[src/rtl/noc_output_lock.sv]
// Output-port packet lock: holds the arbiter winner from head to tail flit.
// Optional NOC_OUTPUT_PIPE_EN adds a 1-entry output register before the link.
module noc_output_lock #(
    parameter int N_INPUTS   = 2,
    parameter int FLIT_WIDTH = 34,
    parameter int IDX_W      = (N_INPUTS > 1) ? $clog2(N_INPUTS) : 1
) (
    input  logic                           clk,
    input  logic                           arst,
    input  logic [N_INPUTS-1:0]            in_valid_i,
    input  logic [N_INPUTS*FLIT_WIDTH-1:0] in_flit_i,
    output logic [N_INPUTS-1:0]            in_ready_o,
    output logic [N_INPUTS-1:0]            arb_req_o,
    input  logic [N_INPUTS-1:0]            arb_grant_i,
    output logic                           arb_update_o,
    output logic                           out_valid_o,
    output logic [FLIT_WIDTH-1:0]          out_flit_o,
    input  logic                           out_ready_i,
    output logic                           lock_o,
    output logic [IDX_W-1:0]               owner_o
);

    typedef enum logic {IDLE, LOCKED} state_e;

    state_e            state_q, state_d;
    logic [IDX_W-1:0]  owner_q, owner_d;

    logic [N_INPUTS-1:0]   head_req;
    logic [IDX_W-1:0]      grant_idx;
    logic                  lock_ok;
    logic                  locked;
    logic                  sel_valid;
    logic [FLIT_WIDTH-1:0] sel_flit;
    logic                  sel_tail;
    logic                  accept;
    logic                  done;

    assign locked    = (state_q == LOCKED);
    assign sel_valid = in_valid_i[owner_q];
    assign sel_flit  = in_flit_i[int'(owner_q)*FLIT_WIDTH +: FLIT_WIDTH];
    // TAIL (10) and HEAD_TAIL (11) both carry the upper type bit
    assign sel_tail  = sel_flit[FLIT_WIDTH-1];

    always_comb begin
        head_req  = '0;
        grant_idx = '0;
        for (int k = 0; k < N_INPUTS; k++) begin
            logic [1:0] typ;
            typ = in_flit_i[k*FLIT_WIDTH+FLIT_WIDTH-2 +: 2];
            head_req[k] = in_valid_i[k] && (typ[1] == typ[0]);
            if (arb_grant_i[k]) grant_idx = IDX_W'(k);
        end
    end

    assign lock_ok = !arst && !locked && $onehot(arb_grant_i)
                     && |(arb_grant_i & head_req);

`ifdef NOC_OUTPUT_PIPE_EN
    logic                  full_q, full_d;
    logic [FLIT_WIDTH-1:0] data_q, data_d;

    assign accept = locked && sel_valid && (!full_q || out_ready_i);

    always_comb begin
        full_d = accept || (full_q && !out_ready_i);
        data_d = accept ? sel_flit : data_q;
    end

    always_ff @(posedge clk) begin
        if (arst) begin
            full_q <= 1'b0;
            data_q <= '0;
        end else begin
            full_q <= full_d;
            data_q <= data_d;
        end
    end

    always_comb begin
        in_ready_o = '0;
        for (int k = 0; k < N_INPUTS; k++)
            in_ready_o[k] = !arst && locked && (owner_q == IDX_W'(k))
                            && (!full_q || out_ready_i);
    end

    assign out_valid_o = !arst && full_q;
    assign out_flit_o  = arst ? '0 : data_q;
`else
    assign accept = locked && sel_valid && out_ready_i;

    always_comb begin
        in_ready_o = '0;
        for (int k = 0; k < N_INPUTS; k++)
            in_ready_o[k] = !arst && locked && (owner_q == IDX_W'(k))
                            && out_ready_i;
    end

    assign out_valid_o = !arst && locked && sel_valid;
    assign out_flit_o  = (!arst && locked) ? sel_flit : '0;
`endif

    assign done = accept && sel_tail;

    always_comb begin
        state_d = state_q;
        owner_d = owner_q;
        unique case (state_q)
            IDLE: begin
                if (lock_ok) begin
                    state_d = LOCKED;
                    owner_d = grant_idx;
                end
            end
            LOCKED: begin
                if (done) state_d = IDLE;
            end
            default: state_d = IDLE;
        endcase
    end

    always_ff @(posedge clk) begin
        if (arst) begin
            state_q <= IDLE;
            owner_q <= '0;
        end else begin
            state_q <= state_d;
            owner_q <= owner_d;
        end
    end

    assign arb_req_o    = (!arst && !locked) ? head_req : '0;
    assign arb_update_o = lock_ok;
    assign lock_o       = !arst && locked;
    assign owner_o      = arst ? '0 : owner_q;

endmodule

[config.mk]
export PLATFORM = sky130hd
export DESIGN_NAME = noc_output_lock
export DESIGN_NICKNAME = d
export VERILOG_FILES = /design/src/rtl/noc_output_lock.sv
export SDC_FILE = /design/constraint.sdc
export NUM_CORES = 1
export LEC_CHECK = 0
export BUFFER_PORTS_ARGS = -buffer_cell sky130_fd_sc_hd__buf_2
export CAP_MARGIN = 20
export CELL_PAD_IN_SITES_DETAIL_PLACEMENT = 1
export CELL_PAD_IN_SITES_GLOBAL_PLACEMENT = 2
export CORE_UTILIZATION = 10
export DETAILED_ROUTE_END_ITERATION = 10
export PLACE_DENSITY_LB_ADDON = 0.1
export SYNTH_ARGS = -nofsm -noshare
export SYNTH_HDL_FRONTEND = slang
export SYNTH_SLANG_ARGS = --single-unit
[constraint.sdc]
create_clock -name clk -period 1.3 [get_ports clk]
set_input_delay 0.065 -clock clk [delete_from_list [all_inputs] [get_ports clk]]
set_output_delay 0.065 -clock clk [all_outputs]
set_load 0.01 [all_outputs]
After elaboration in Yosys (flattened, before gate mapping)
Index checks and enable logic that the tools add are counted.
Widths: inputs -> output; s select.
{ "op_classes": {"n_addsub": 1, "shifts": 1, "eq_ne": 3, "bitwise": 3, "order_cmp": 1, "div": 0, "mul": 1, "muxes": 9, "reduce_logical": 18} }
{ "ops": {"columns": ["op", "n"], "rows": [
  ["$shiftx 68x8->34", 1],
  ["$mux 34", 1],
  ["$logic_and 1x1->1", 14],
  ["$mul 1x5->6 const B", 1],
  ["$mux 1", 6],
  ["$add 1x1->2", 1],
  ["$and 2x2->2", 1],
  ["$eq 1x1->1", 2],
  ["$eq 2x1->1 const B", 1],
  ["$logic_not 1->1", 2],
  ["$lt 1x2->1 const B", 1],
  ["$mux 2", 1],
  ["$not 1->1", 2],
  ["$pmux 1 s2", 1],
  ["$reduce_and 2->1", 1],
  ["$reduce_or 2->1", 1]
]} }
{ "totals": {"romBits": 0, "ramBits": 0, "in_bits": 75, "latch_bits": 0, "ff_bits": 2, "output_inout_bits": 42, "mem_count": 0} }

Depth between registers and ports, before layout
{ "depth": {"ltp_word": 7, "mapped_depth": 6, "depth_no_buf": 3} }

Worst setup path before layout
No wires, ideal clock.
{ "synth_timing": {"path_type": "flip-flop to output port", "start": "reg owner_q", "end": "out out_flit_o[10]", "arrival_time_ps": 1151, "n_path_buf": 3, "stages_incl_launch_ff": 7, "slack_ps": 84, "cell_sequence": "dfxtp_1 buf_6 nor2b_4 and2_4 buf_6 buf_6 a22o_1"} }
{ "synth_via": {"elab_chain_len": 3} }
{ "synth_lines": {"columns": ["item", "line_no", "source"], "rows": [
  ["from (decl)", "26", "logic [IDX_W-1:0] owner_q, owner_d;"],
  ["from (signal assigned)", "127", "owner_q <= owner_d;"],
  ["$mul 1x5->6", "40", "assign sel_flit = in_flit_i[int'(owner_q)*FLIT_WIDTH +: FLIT_WIDTH];"],
  ["$shiftx 68x8->34", "40", null],
  ["$mux 34", "99", "assign out_flit_o = (!arst && locked) ? sel_flit : '0;"],
  ["to (decl)", "17", "output logic [FLIT_WIDTH-1:0] out_flit_o,"]
]} }
No other way between the ends.

Worst setup path in the final report
{ "layout_timing": {"start": "reg state_q (netlist: locked)", "end": "out out_flit_o[8]"} }
{ "layout_via": {"elab_chain_len": 2} }
{ "layout_lines": {"columns": ["item", "line_no", "source"], "rows": [
  ["from (decl)", "25", "state_e state_q, state_d;"],
  ["from (signal assigned)", "126", "state_q <= state_d;"],
  ["$logic_and 1x1->1", "99", null],
  ["$mux 34", "99", null]
]} }
No other way between the ends.

==> reports/results.md <==
### Clock tree
• clkbuf_8 — Clock Root Buffer
• 1 — H-tree depth
• 2 — maximum clock insertion buffer count
• 3 — Num CTS Buffers
• 0 — count of hold-fix buffers inserted at cts
• 0.03 ns — clock-pin transition on the worst setup and hold timing paths
• 2 — Clock Sink Count
• 0.21 ns — Worst-Skew Late Latency
• built — CTS tree

### Finish
• 73.4% — fraction of layout cells with a size suffix above 1
• 524 um^2 — Multi-input gate area
• 271 — Final Non-Filler Cells
• 155% — layout overhead on the synthesized area
• 276 — final layout net count
• 0 — Ant. Diodes
• 45.0 um^2 — sequential cell area
• 699 — number of inserted filler cells in the final layout
• buf_2 — most common library cell in the layout ignoring fill and taps
• buf_2 (113), a22o_1 (34), buf_4 (8) — top library cells by usage in the layout, fill and taps aside

### Floorplan
• 117 — ports placed on the boundary
• 10.5% — initial core utilization
• 5610 um^2 — core area
• 27 — std cell rows
• 78.9 um — die extent in x
• 6220 um^2 — Die Footprint
• 78.9 um — Vert. Die Dim

### Setup path
• output pin — Crit. End Element
• 0.34 ns — peak per-stage delay on the critical path
• 11 — CP Max Fanout
• dfxtp_4 — Slowest-stage cell, CP
• 1.31 ns — signal arrival time at the worst endpoint
• 1.24 ns — critical path required time
• nand2b_4 -> nor2_4 -> buf_12 -> buf_16 -> a22o_1 -> buf_2 — crit path cell chain
• reg2out — kind of critical path
• buffers and inverters — cell family contributing the most delay on the critical path
• register — launching element type of the critical path
• 3 — Buf/Inv on CP

### Logic synthesis
• 144 — total nets after synthesis
• 69 — synthesized instance count
• 6.78% — proportion of synthesized chip area in sequential cells
• 22 — library cells used by synthesis
• 0 — Warnings, synthesis
• 591 um^2 — Synth Cell Area
• 8.56 um^2 — Avg Synthesized Cell Area
• 2 — post-synthesis sequential element count

### Status
• complete, but fails checks — run status
• setup timing — failing checks

### Timing
• 0.280 ns — Worst Max-Slew Pin Slew
• 35 — final count of negative-setup-slack endpoints
• -0.0708 ns — final setup slack of the worst path
• 105% — share of the clock period used by the worst path after layout
• 1.37 ns — time the final worst path needs with I/O delays and setup
• 81.2% — relative slew slack
• yes — setup repair after global routing missed its margin
• 0.00180 ns — worst clock skew on the final layout
• 0.729 GHz — maximum clock rate
• -1.60 ns — setup TNS after final layout
• 0 — number of max-slew violations in the final report
• 0 — number of failing hold endpoints at the final stage

### Detailed routing
• 4.13 mm — Post-Route WL
• 4.31 — ratio of routed vias to standard cells
• 0 — DRC violation count after routing
• 4 — Initial DRT Pass Iterations
• 0 — remaining antenna violation count after routing
• 15.2 um — drt wl/cell
• 17 — number of DRC markers in iteration 0
• 1,169 — total via count in the routed design

### Power
• 444 nW/um^2 — power density over the cells
• 669 uW — Total Power
• 0.000879 uW — total leakage power
• 0.327 mV — largest vdd supply drop

### GRT
• 6.02 mm — global-route wire length before repair
• 12.4% — global routing usage summed across all routing layers
• 12 — pin count of the biggest net entering global routing
• 0 — number of antenna violations at the first check in global routing
• 0 — Remaining Overflow, GRT
• 1,241 — via count of the first global-routing pass

### Placed design
• 253 — number of instances in the placed design
• 116 — count of buffers from port buffering
• 2.91 mm — DP Wirelength
• 0.772 — gpl congestion

### Job
• 0 — max-cap violations

### Worst hold path
• in2reg — type of the worst min-delay path

[where the power goes]
group	switching [uW]	internal, uW	total, uW
Sequential	4.49	67.2	71.7
Clock	47.8	196	244
Combinational	148	206	354
[metal layers]
| layer | share of wire, % | wire (um) | GRT usage (%) | up-vias |
|---|---|---|---|---|
| met3 | 11 | 437 | 3.45 | 6 |
| met4 | 1.6 | 65 | 4.18 | 0 |
| li1 | - | - | - | 552 |
| met5 | 0 | 0 | 0 | - |
| met2 | 51 | 2090 | 24.1 | 79 |
| met1 | 37 | 1540 | 12.6 | 532 |
[worst paths after layout]
kind / endpoint / startpoint / depth (start not counted) / slack, ns
worst max-delay path: out_flit_o[8] / locked / 6 / -0.07
worst min-delay path: owner_q / arb_grant_i[1] / 2 / 0.13
worst max register to register: owner_q / locked / 5 / 0.07
worst min register to register: locked / locked / 4 / 0.78
[final cells by class]
| class | instances | area share, % |
|---|---|---|
| Sequential cell | 2 | 2.99 |
| Timing Repair Buffer | 132 | 53.3 |
| Multi-Input combinational cell | 61 | 34.8 |
| Tap cell | 72 | 5.98 |
| Inverter | 1 | 0.249 |
| Clock buffer | 3 | 2.74 |
[synth_stat cells (all sizes together)]
library cell	number	area, um^2
and2	2	15.0
nor2b	1	13.8
nand2b	1	13.8
o221ai	1	8.76
nand3b	1	7.51
and3	3	18.8
xnor2	2	17.5
nor2	4	17.5
inv	1	3.75
nand4	1	6.26
dfxtp	2	40.0
o21ai	1	5.00
nor4b	1	8.76
nand3	2	10.0
a22o	34	298
buf	8	71.3
a21boi	1	7.51
a21o	1	7.51
mux2i	2	20.0
[kinds of logic (layout without fill, tap and decap cells)]
kind of cell | count (synthesis) | after routing | share of synthesized area [%]
buf+inv | 9 | 136 | 12.7
compound gates | 38 | 38 | 55.3
xor+xnor | 2 | 2 | 2.97
mux | 2 | 2 | 3.39
flops | 2 | 2 | 6.78
simple gates | 16 | 19 | 18.9
[registers in the layout, indices dropped and copies added, names as in the netlist]
name     count
locked       1
owner_q      1
[metrics by stage]
stage / utilization (%) / setup WS, ns / hold slack, ns / instance area (um^2)
4_1_cts: 26.2 / -0.0762 / 0.119 / 1470
5_1_grt: 26.9 / -0.123 / 0.125 / 1510
3_5_place_dp: 22.0 / 0.0241 / 0.330 / 1230
2_1_floorplan: - / 0.0837 / 0.160 / 591
6_report: 26.9 / -0.0708 / 0.126 / 1510
3_3_place_gp: 22.0 / 0.0837 / 0.336 / 1230
[what timing repair did]
| action | CTS | global route |
|---|---|---|
| cloned | 6 | 0 |
| pin swaps | 18 | 16 |
| setup buffers | 7 | 2 |
| setup endpoints to repair | 35 | 36 |
| resized for setup | 18 | 4 |
Note: power is estimated with default switching activity, not from simulation.
